## config.mk

```make
export PLATFORM = sky130hd
export DESIGN_NAME = seg_scan_driver
export DESIGN_NICKNAME = d
export VERILOG_FILES = /design/src/rtl/seg_scan_driver.sv
export SDC_FILE = /design/constraint.sdc
export NUM_CORES = 1
export LEC_CHECK = 0
export CORE_AREA = 10 10 103 105
export DETAILED_ROUTE_END_ITERATION = 8
export DIE_AREA = 0 0 113 115
export GPL_TIMING_DRIVEN = 0
export MAX_ROUTING_LAYER = met4
export PLACE_DENSITY_LB_ADDON = 0.3
export SLEW_MARGIN = 10
export SYNTH_ARGS = -nofsm -noshare
export SYNTH_HDL_FRONTEND = slang
export SYNTH_SLANG_ARGS = --single-unit
```

## constraint.sdc

```tcl
create_clock -name clk -period 3.5 [get_ports clk]
set_clock_uncertainty 0.1 [all_clocks]
set_input_delay 0.7 -clock clk [delete_from_list [all_inputs] [get_ports clk]]
set_output_delay 0.7 -clock clk [all_outputs]
set_load 0.02 [all_outputs]
```

## src/rtl/seg_scan_driver.sv

```systemverilog
// Four-digit seven-segment scan controller: time-multiplexes a 16-bit hex value
// with per-slot dead time, leading-zero suppression and frame-synchronous update.
module seg_scan_driver #(
    parameter int REFRESH_DIV  = 100000,
    parameter int BLANK_CYCLES = 1000
) (
    input  logic        clk,
    input  logic        reset,
    input  logic        enable,
    input  logic [15:0] value,
    input  logic [3:0]  dp_in,
    input  logic        load,
    input  logic        blank_lz,
    output logic [1:0]  digit_sel,
    output logic [3:0]  an,
    output logic [6:0]  seg,
    output logic        dp,
    output logic        frame_start
);

    localparam int CW = (REFRESH_DIV > 2) ? $clog2(REFRESH_DIV) : 1;
    localparam logic [CW-1:0] CNT_MAX = CW'(REFRESH_DIV - 1);
    localparam logic [CW-1:0] CNT_BLANK = CW'(BLANK_CYCLES);

    logic [CW-1:0] cnt;
    logic [19:0]   staging;
    logic [19:0]   shadow;
    logic          pending;

    logic          slot_end;
    logic          wrap;
    logic          xfer;
    logic [3:0]    nibble;
    logic          dp_bit;
    logic          blank3;
    logic          blank2;
    logic          blank1;
    logic          digit_blank;
    logic          dead;

    function automatic logic [6:0] hex7(input logic [3:0] h);
        case (h)
            4'h0: hex7 = 7'b1000000;
            4'h1: hex7 = 7'b1111001;
            4'h2: hex7 = 7'b0100100;
            4'h3: hex7 = 7'b0110000;
            4'h4: hex7 = 7'b0011001;
            4'h5: hex7 = 7'b0010010;
            4'h6: hex7 = 7'b0000010;
            4'h7: hex7 = 7'b1111000;
            4'h8: hex7 = 7'b0000000;
            4'h9: hex7 = 7'b0010000;
            4'hA: hex7 = 7'b0001000;
            4'hB: hex7 = 7'b0000011;
            4'hC: hex7 = 7'b1000110;
            4'hD: hex7 = 7'b0100001;
            4'hE: hex7 = 7'b0000110;
            default: hex7 = 7'b0001110;
        endcase
    endfunction

    assign slot_end = (cnt == CNT_MAX);
    assign wrap     = slot_end && (digit_sel == 2'd3);
    // While disabled the display is dark, so a pending value can move at any time.
    assign xfer     = !enable || wrap;
    assign dead     = !enable || (cnt < CNT_BLANK);

    assign blank3 = blank_lz && (shadow[15:12] == 4'h0);
    assign blank2 = blank3 && (shadow[11:8] == 4'h0);
    assign blank1 = blank2 && (shadow[7:4] == 4'h0);

    always_comb begin
        nibble      = shadow[3:0];
        dp_bit      = shadow[16];
        digit_blank = 1'b0;
        case (digit_sel)
            2'd0: begin nibble = shadow[3:0];   dp_bit = shadow[16]; digit_blank = 1'b0;   end
            2'd1: begin nibble = shadow[7:4];   dp_bit = shadow[17]; digit_blank = blank1; end
            2'd2: begin nibble = shadow[11:8];  dp_bit = shadow[18]; digit_blank = blank2; end
            default: begin nibble = shadow[15:12]; dp_bit = shadow[19]; digit_blank = blank3; end
        endcase
    end

    always_ff @(posedge clk or posedge reset) begin
        if (reset) begin
            cnt         <= '0;
            digit_sel   <= 2'd0;
            frame_start <= 1'b0;
        end else if (!enable) begin
            cnt         <= '0;
            digit_sel   <= 2'd0;
            frame_start <= 1'b0;
        end else begin
            frame_start <= wrap;
            if (slot_end) begin
                cnt       <= '0;
                digit_sel <= digit_sel + 2'd1;
            end else begin
                cnt <= cnt + 1'b1;
            end
        end
    end

    // A load coinciding with the transfer point bypasses staging so it is not lost.
    always_ff @(posedge clk or posedge reset) begin
        if (reset) begin
            staging <= '0;
            shadow  <= '0;
            pending <= 1'b0;
        end else begin
            if (load)
                staging <= {dp_in, value};
            if (xfer && load) begin
                shadow  <= {dp_in, value};
                pending <= 1'b0;
            end else if (xfer && pending) begin
                shadow  <= staging;
                pending <= 1'b0;
            end else if (load) begin
                pending <= 1'b1;
            end
        end
    end

    always_ff @(posedge clk or posedge reset) begin
        if (reset) begin
            an  <= 4'b1111;
            seg <= 7'b1111111;
            dp  <= 1'b1;
        end else if (dead) begin
            an  <= 4'b1111;
            seg <= 7'b1111111;
            dp  <= 1'b1;
        end else begin
            an  <= ~(4'b0001 << digit_sel);
            seg <= digit_blank ? 7'b1111111 : hex7(nibble);
            dp  <= ~dp_bit;
        end
    end

endmodule
```

Word-level counts from Yosys, hierarchy flattened
Memory sizes are Yosys's and may differ from the RTL's.
Index checks and enable logic that the tools add are counted.
- logic and storage cells: 53
- input bits: 25
- output and inout bits: 15
- ROM bits: 112
- register bits after elaboration: 73
- memories kept: 1
- memory list (memory ; depth ; bits a word ; rd ports ; clocked after Yosys merged registers in ; write ports ; RTL line ; source):
    (name not given) ; 16 ; 7 ; 1 ; 0 ; 0 ; 42 ; case (h)
- equal/unequal tests: 5
- add/sub/neg operators: 2
- reductions and logical operators: 15
- shift-type cells: 1
- bitwise logic cells: 2
- magnitude comparators: 1
- muxes and demuxes: 17
- operators with widths (kind ; count):
    two-way mux 20 bit ; 2
    two-way mux 17 bit ; 2
    adder 17 x 1 -> 17 bit, second input constant ; 1
    == test 17 bit, second input constant ; 1
    < comparator 17 x 10 -> 1 bit, second input constant ; 1
    two-way mux 7 bit ; 2
    logical NOT 4 bit ; 3
    case mux 4 bit (3 select lines) ; 1
    logical AND 1 bit ; 6
    case mux 1 bit (3 select lines) ; 2
    two-way mux 1 bit ; 5
    == test 2 bit, second input constant ; 2
    two-way mux 2 bit ; 2
    two-way mux 4 bit ; 1
    NOT 4 bit ; 1
    << shifter 1 x 2 -> 4 bit, first input constant ; 1
    nonzero test 3 bit ; 1
    adder 2 x 1 -> 2 bit, second input constant ; 1
    == test 2 x 1 -> 1 bit, second input constant ; 1
    logical NOT 2 bit ; 1
    logical OR 1 bit ; 2
    inequality test 2 x 1 -> 1 bit, second input constant ; 1
    nonzero test 2 bit ; 1
    logical NOT 1 bit ; 1
    NOT 1 bit ; 1

Longest topological paths before layout
- depth after elaboration: 7
- depth in mapped cells: 9
- depth with buffers taken out: 9

Least setup slack after synthesis
No wires, ideal clock.
- kind: reg-to-reg
- start: register cnt[11]
- end: register shadow[0]
- data required time: 3.275 ns
- cell stages (with the launch flop): 7
- clock period less this slack: 2.581 ns
- path buffers: 1
- library setup time: 0.125 ns
- data arrival time: 2.356 ns
- path slack: 0.919 ns
- cell sequence: dfrtp_1 -> or4_1 -> or4_4 -> nor4_4 -> o2bb2ai_2 -> buf_6 -> mux2_2
- cells in the longest elaborated chain, start to end: 5
- elaborated cells on any way between the ends: 7
- classes of those cells: 1 x eq/ne; 1 x mux; 5 x reduce/logical
- RTL lines (what ; RTL line ; source):
    start, declared ; 25 ; logic [CW-1:0] cnt;
    start signal, assigned ; 99 ; cnt <= cnt + 1'b1;
    == test 17 bit * ; 62 ; assign slot_end = (cnt == CNT_MAX);
    logical AND 1 bit * ; 63 ; assign wrap = slot_end && (digit_sel == 2'd3);
    logical OR 1 bit * ; 65 ; assign xfer = !enable || wrap;
    logical AND 1 bit, on equally long branches ; 113, 116 ;
    two-way mux 20 bit / nonzero test 2 bit (equally long branches) ; -- ;
    end signal, assigned ; 114 ; shadow <= {dp_in, value};
    end signal, assigned ; 117 ; shadow <= staging;
    end, declared ; 27 ; logic [19:0] shadow;
Every way passes the cells marked *; elsewhere a longest branch is shown, timed or not.
A chain may end at the register's enable or synchronous reset.

Worst setup path after layout
- start: register digit_sel[1]
- end: register seg[3]
- cells in the longest elaborated chain, start to end: 5
- elaborated cells on any way between the ends: 8
- classes of those cells: 2 x eq/ne; 4 x mux; 1 x reduce/logical; 1 x memory
- RTL lines (what ; RTL line ; source):
    start, declared ; 14 ; output logic [1:0] digit_sel,
    start signal, assigned ; 97 ; digit_sel <= digit_sel + 2'd1;
    == test 2 bit (tied with other cells) ; 76 ; case (digit_sel)
    case mux 4 bit (3 select lines) ; 76 ;
    memory read (16 x 7 bit) ; -- ;
    two-way mux 7 bit * ; 136 ; seg <= digit_blank ? 7'b1111111 : hex7(nibble);
    two-way mux 7 bit * ; 130 ; end else if (dead) begin
    end signal, assigned ; 136 ;
    end, declared ; 16 ; output logic [6:0] seg,
Marked as above.

==> qor.csv <==
metric;value;unit
period utilization;80.3;%
max-cap violation count;0;
hold path depth;1;
Core Area;8550;sq um
# diodes;0;
clk sinks;73;
die area;13000;sq um
Slew headroom;47.0;%
vias in the first global route;2192;
Hold Slack;0.397;ns
status;complete, no violations;
layout cells sized above 1;24.0;%
worst skew pair latency;0.34;ns
Fill cells;789;
multi-input gate area in the final layout;1390;sq um
CTS resizes;0;
reg2reg start;digit_sel[1];
num ports;40;
gr usage total;10.8;%
cell taking the most area after synthesis;dfrtp_1;
Worst Tran Pin Value;0.787;ns
Syn. warnings;0;
hold path endpoint;staging[7];
Post-synth EDFFs;0;
Cell variety after synth;42;
Avg Inst Size Synth;12.3;sq um
Worst setup EP type;flop;
required time of the critical path;3.65;ns
count leader, synth;dfrtp_1;
Post-DRT Antenna Nets;0;
Highest Clock Rate;356;MHz
cts hold-fix bufs;0;
Die W;113;um
min-delay src;staging[7];
post-CTS setup buffers;0;
register area;1840;sq um
R2R Setup Slk;0.69;ns
GPL Wtd Cong;0.816;
DR iter-0 viols;98;
Max FO, Critical Path;10;
worst r2r dst;seg[3];
reg2reg path depth;8;
Data arrival, critical path;2.95;ns
top area cells in the synthesized netlist;dfrtp_1 (46%), mux2_2 (14%), dfstp_2 (9.5%);
Post-Syn Nets;306;
Vias/cell;4.92;
critical path class;reg -> reg;
power density over the cells;476;nW/um^2
largest net degree at the start of global routing;39;
CTS Buf Count;9;
vias;2130;
Initial DRT Pass Iterations;4;
initial antenna violation count;0;
Hold Path Class;reg -> reg;
Post-DP HPWL;4720;um
Mapped Cells;269;
Max rail drop VDD;0.227;mV
synthesis-stage register bit count;73;
max-slew violations;0;
htree depth;3;
RSZ-0062 raised after global routing;false;
Initial Util;38.8;%
fin crit period;2.81;ns
CTS tree;built;
Layout Area Growth over Synthesis;23.4;%
# setup viols final;0;
Synth top area share;46.0;%
Die Y;115;um
top cells by count, synth;dfrtp_1 (61), mux2_2 (40), nor2_1 (22);
startpoint class of the critical path;flop;
maximum buffer depth of the clock tree;2;
DR DRC count;0;
total gr overflow;0;
clk root buf;clkbuf_8;
post-synthesis sequential area ratio;55.4;%
row count;34;
total power;1.95;mW
first-pass GRT wire length;11000;um
FFs w/ async S/R, synth;100;%
final hold violation count;0;
Synth Cell Area;3320;sq um
Port Buf Inserts;39;
WL/cell;15.0;um
setup_tns;0;ns
ys flop type;dfrtp_1;
LEAKAGE;1.70;nW
Worst-path clk slew;0.08;ns
drt total wl;6500;um
fin nets;357;
-- cell type report --
class / count / share of cell area [%]
clock buffer: 10 / 3.36
tap: 108 / 3.30
buffer: 9 / 1.31
sequential: 73 / 44.9
clock inverter: 6 / 2.23
multi-input combinational: 176 / 33.8
timing repair buffer: 40 / 10.0
inverter: 11 / 1.07
-- critical path, stage by stage, from the launching register on --
cell,delay [ns]
dfrtp_1,0.46
ha_1,0.18
clkbuf_1,0.40
mux2i_1,0.58
inv_1,0.17
ha_1,0.30
nor2b_1,0.15
a211oi_1,0.24
o21ai_0,0.14
-- worst max path at each step --
stage | startpoint | end | slack [ns]
global placement | reset | staging[13] | -0.29
floorplan | reset | cnt[0] | 0.87
finish | digit_sel[1] | seg[3] | 0.69
detailed placement | digit_sel[1] | seg[3] | 0.72
CTS | digit_sel[1] | seg[3] | 0.69
global route | digit_sel[1] | seg[3] | 0.46
-- stage by stage --
step | util (%) | std cells | area (sq um) | setup WS (ns)
finish | 47.9 | 433 | 4100 | 0.691
global route | 47.9 | 433 | 4100 | 0.456
CTS | 47.9 | 433 | 4100 | 0.690
detailed placement | 45.3 | 417 | 3870 | 0.723
global placement | 45.0 | 416 | 3850 | -0.293
floorplan | - | 269 | 3320 | 0.867
-- metal layers --
layer	GRT usage [%]	vias up	routed length, um
li1	-	1048	-
met1	14.1	1028	3250
met2	15.1	44	2790
met3	2.92	10	326
met4	5.33	0	129
met5	-	-	0
-- kinds of logic (layout without fill, tap and decap cells) --
group / count (synthesis) / after routing / share of synthesized area, %
compound gates: 31 / 31 / 6.97
xor+xnor: 16 / 16 / 4.22
fa+ha+maj: 12 / 12 / 4.52
buf+inv: 20 / 76 / 2.86
flops: 73 / 73 / 55.4
mux: 45 / 45 / 15.1
simple gates: 72 / 72 / 10.9
-- cell usage in the layout (no fill, tap or decap), types with 4 or more instances in the layout --
cell             netlist  final
clkdlybuf4s50_1        0     39
nor2_1                22     22
xor2_1                 7      7
dfrtp_1               61     61
dfstp_2               12     12
ha_1                  12     12
o221ai_1               4      4
and3_1                 5      5
clkbuf_8               0     10
nand3_1                6      6
nand2_1               18     18
mux2_2                40     40
a21oi_1                6      6
a222oi_1               4      4
o21ai_0                5      5
xnor2_1                9      9
inv_1                 11     10
nor2b_1                4      4
mux2i_1                5      5
-- sequential cells by signal, indices dropped and copies added (netlist names) --
register	flops
pending	1
frame_start	1
an	4
cnt	17
dp	1
seg	7
digit_sel	2
shadow	20
staging	20
-- power by group --
group          total (mW)  leakage, nW  internal, mW  switching (mW)
registers           0.959        0.885         0.916          0.0429
logic               0.257        0.714         0.131           0.125
clock network       0.736        0.105         0.422           0.314
total                1.95         1.70          1.47           0.482
No activity file was read; power rests on OpenSTA's default activity.
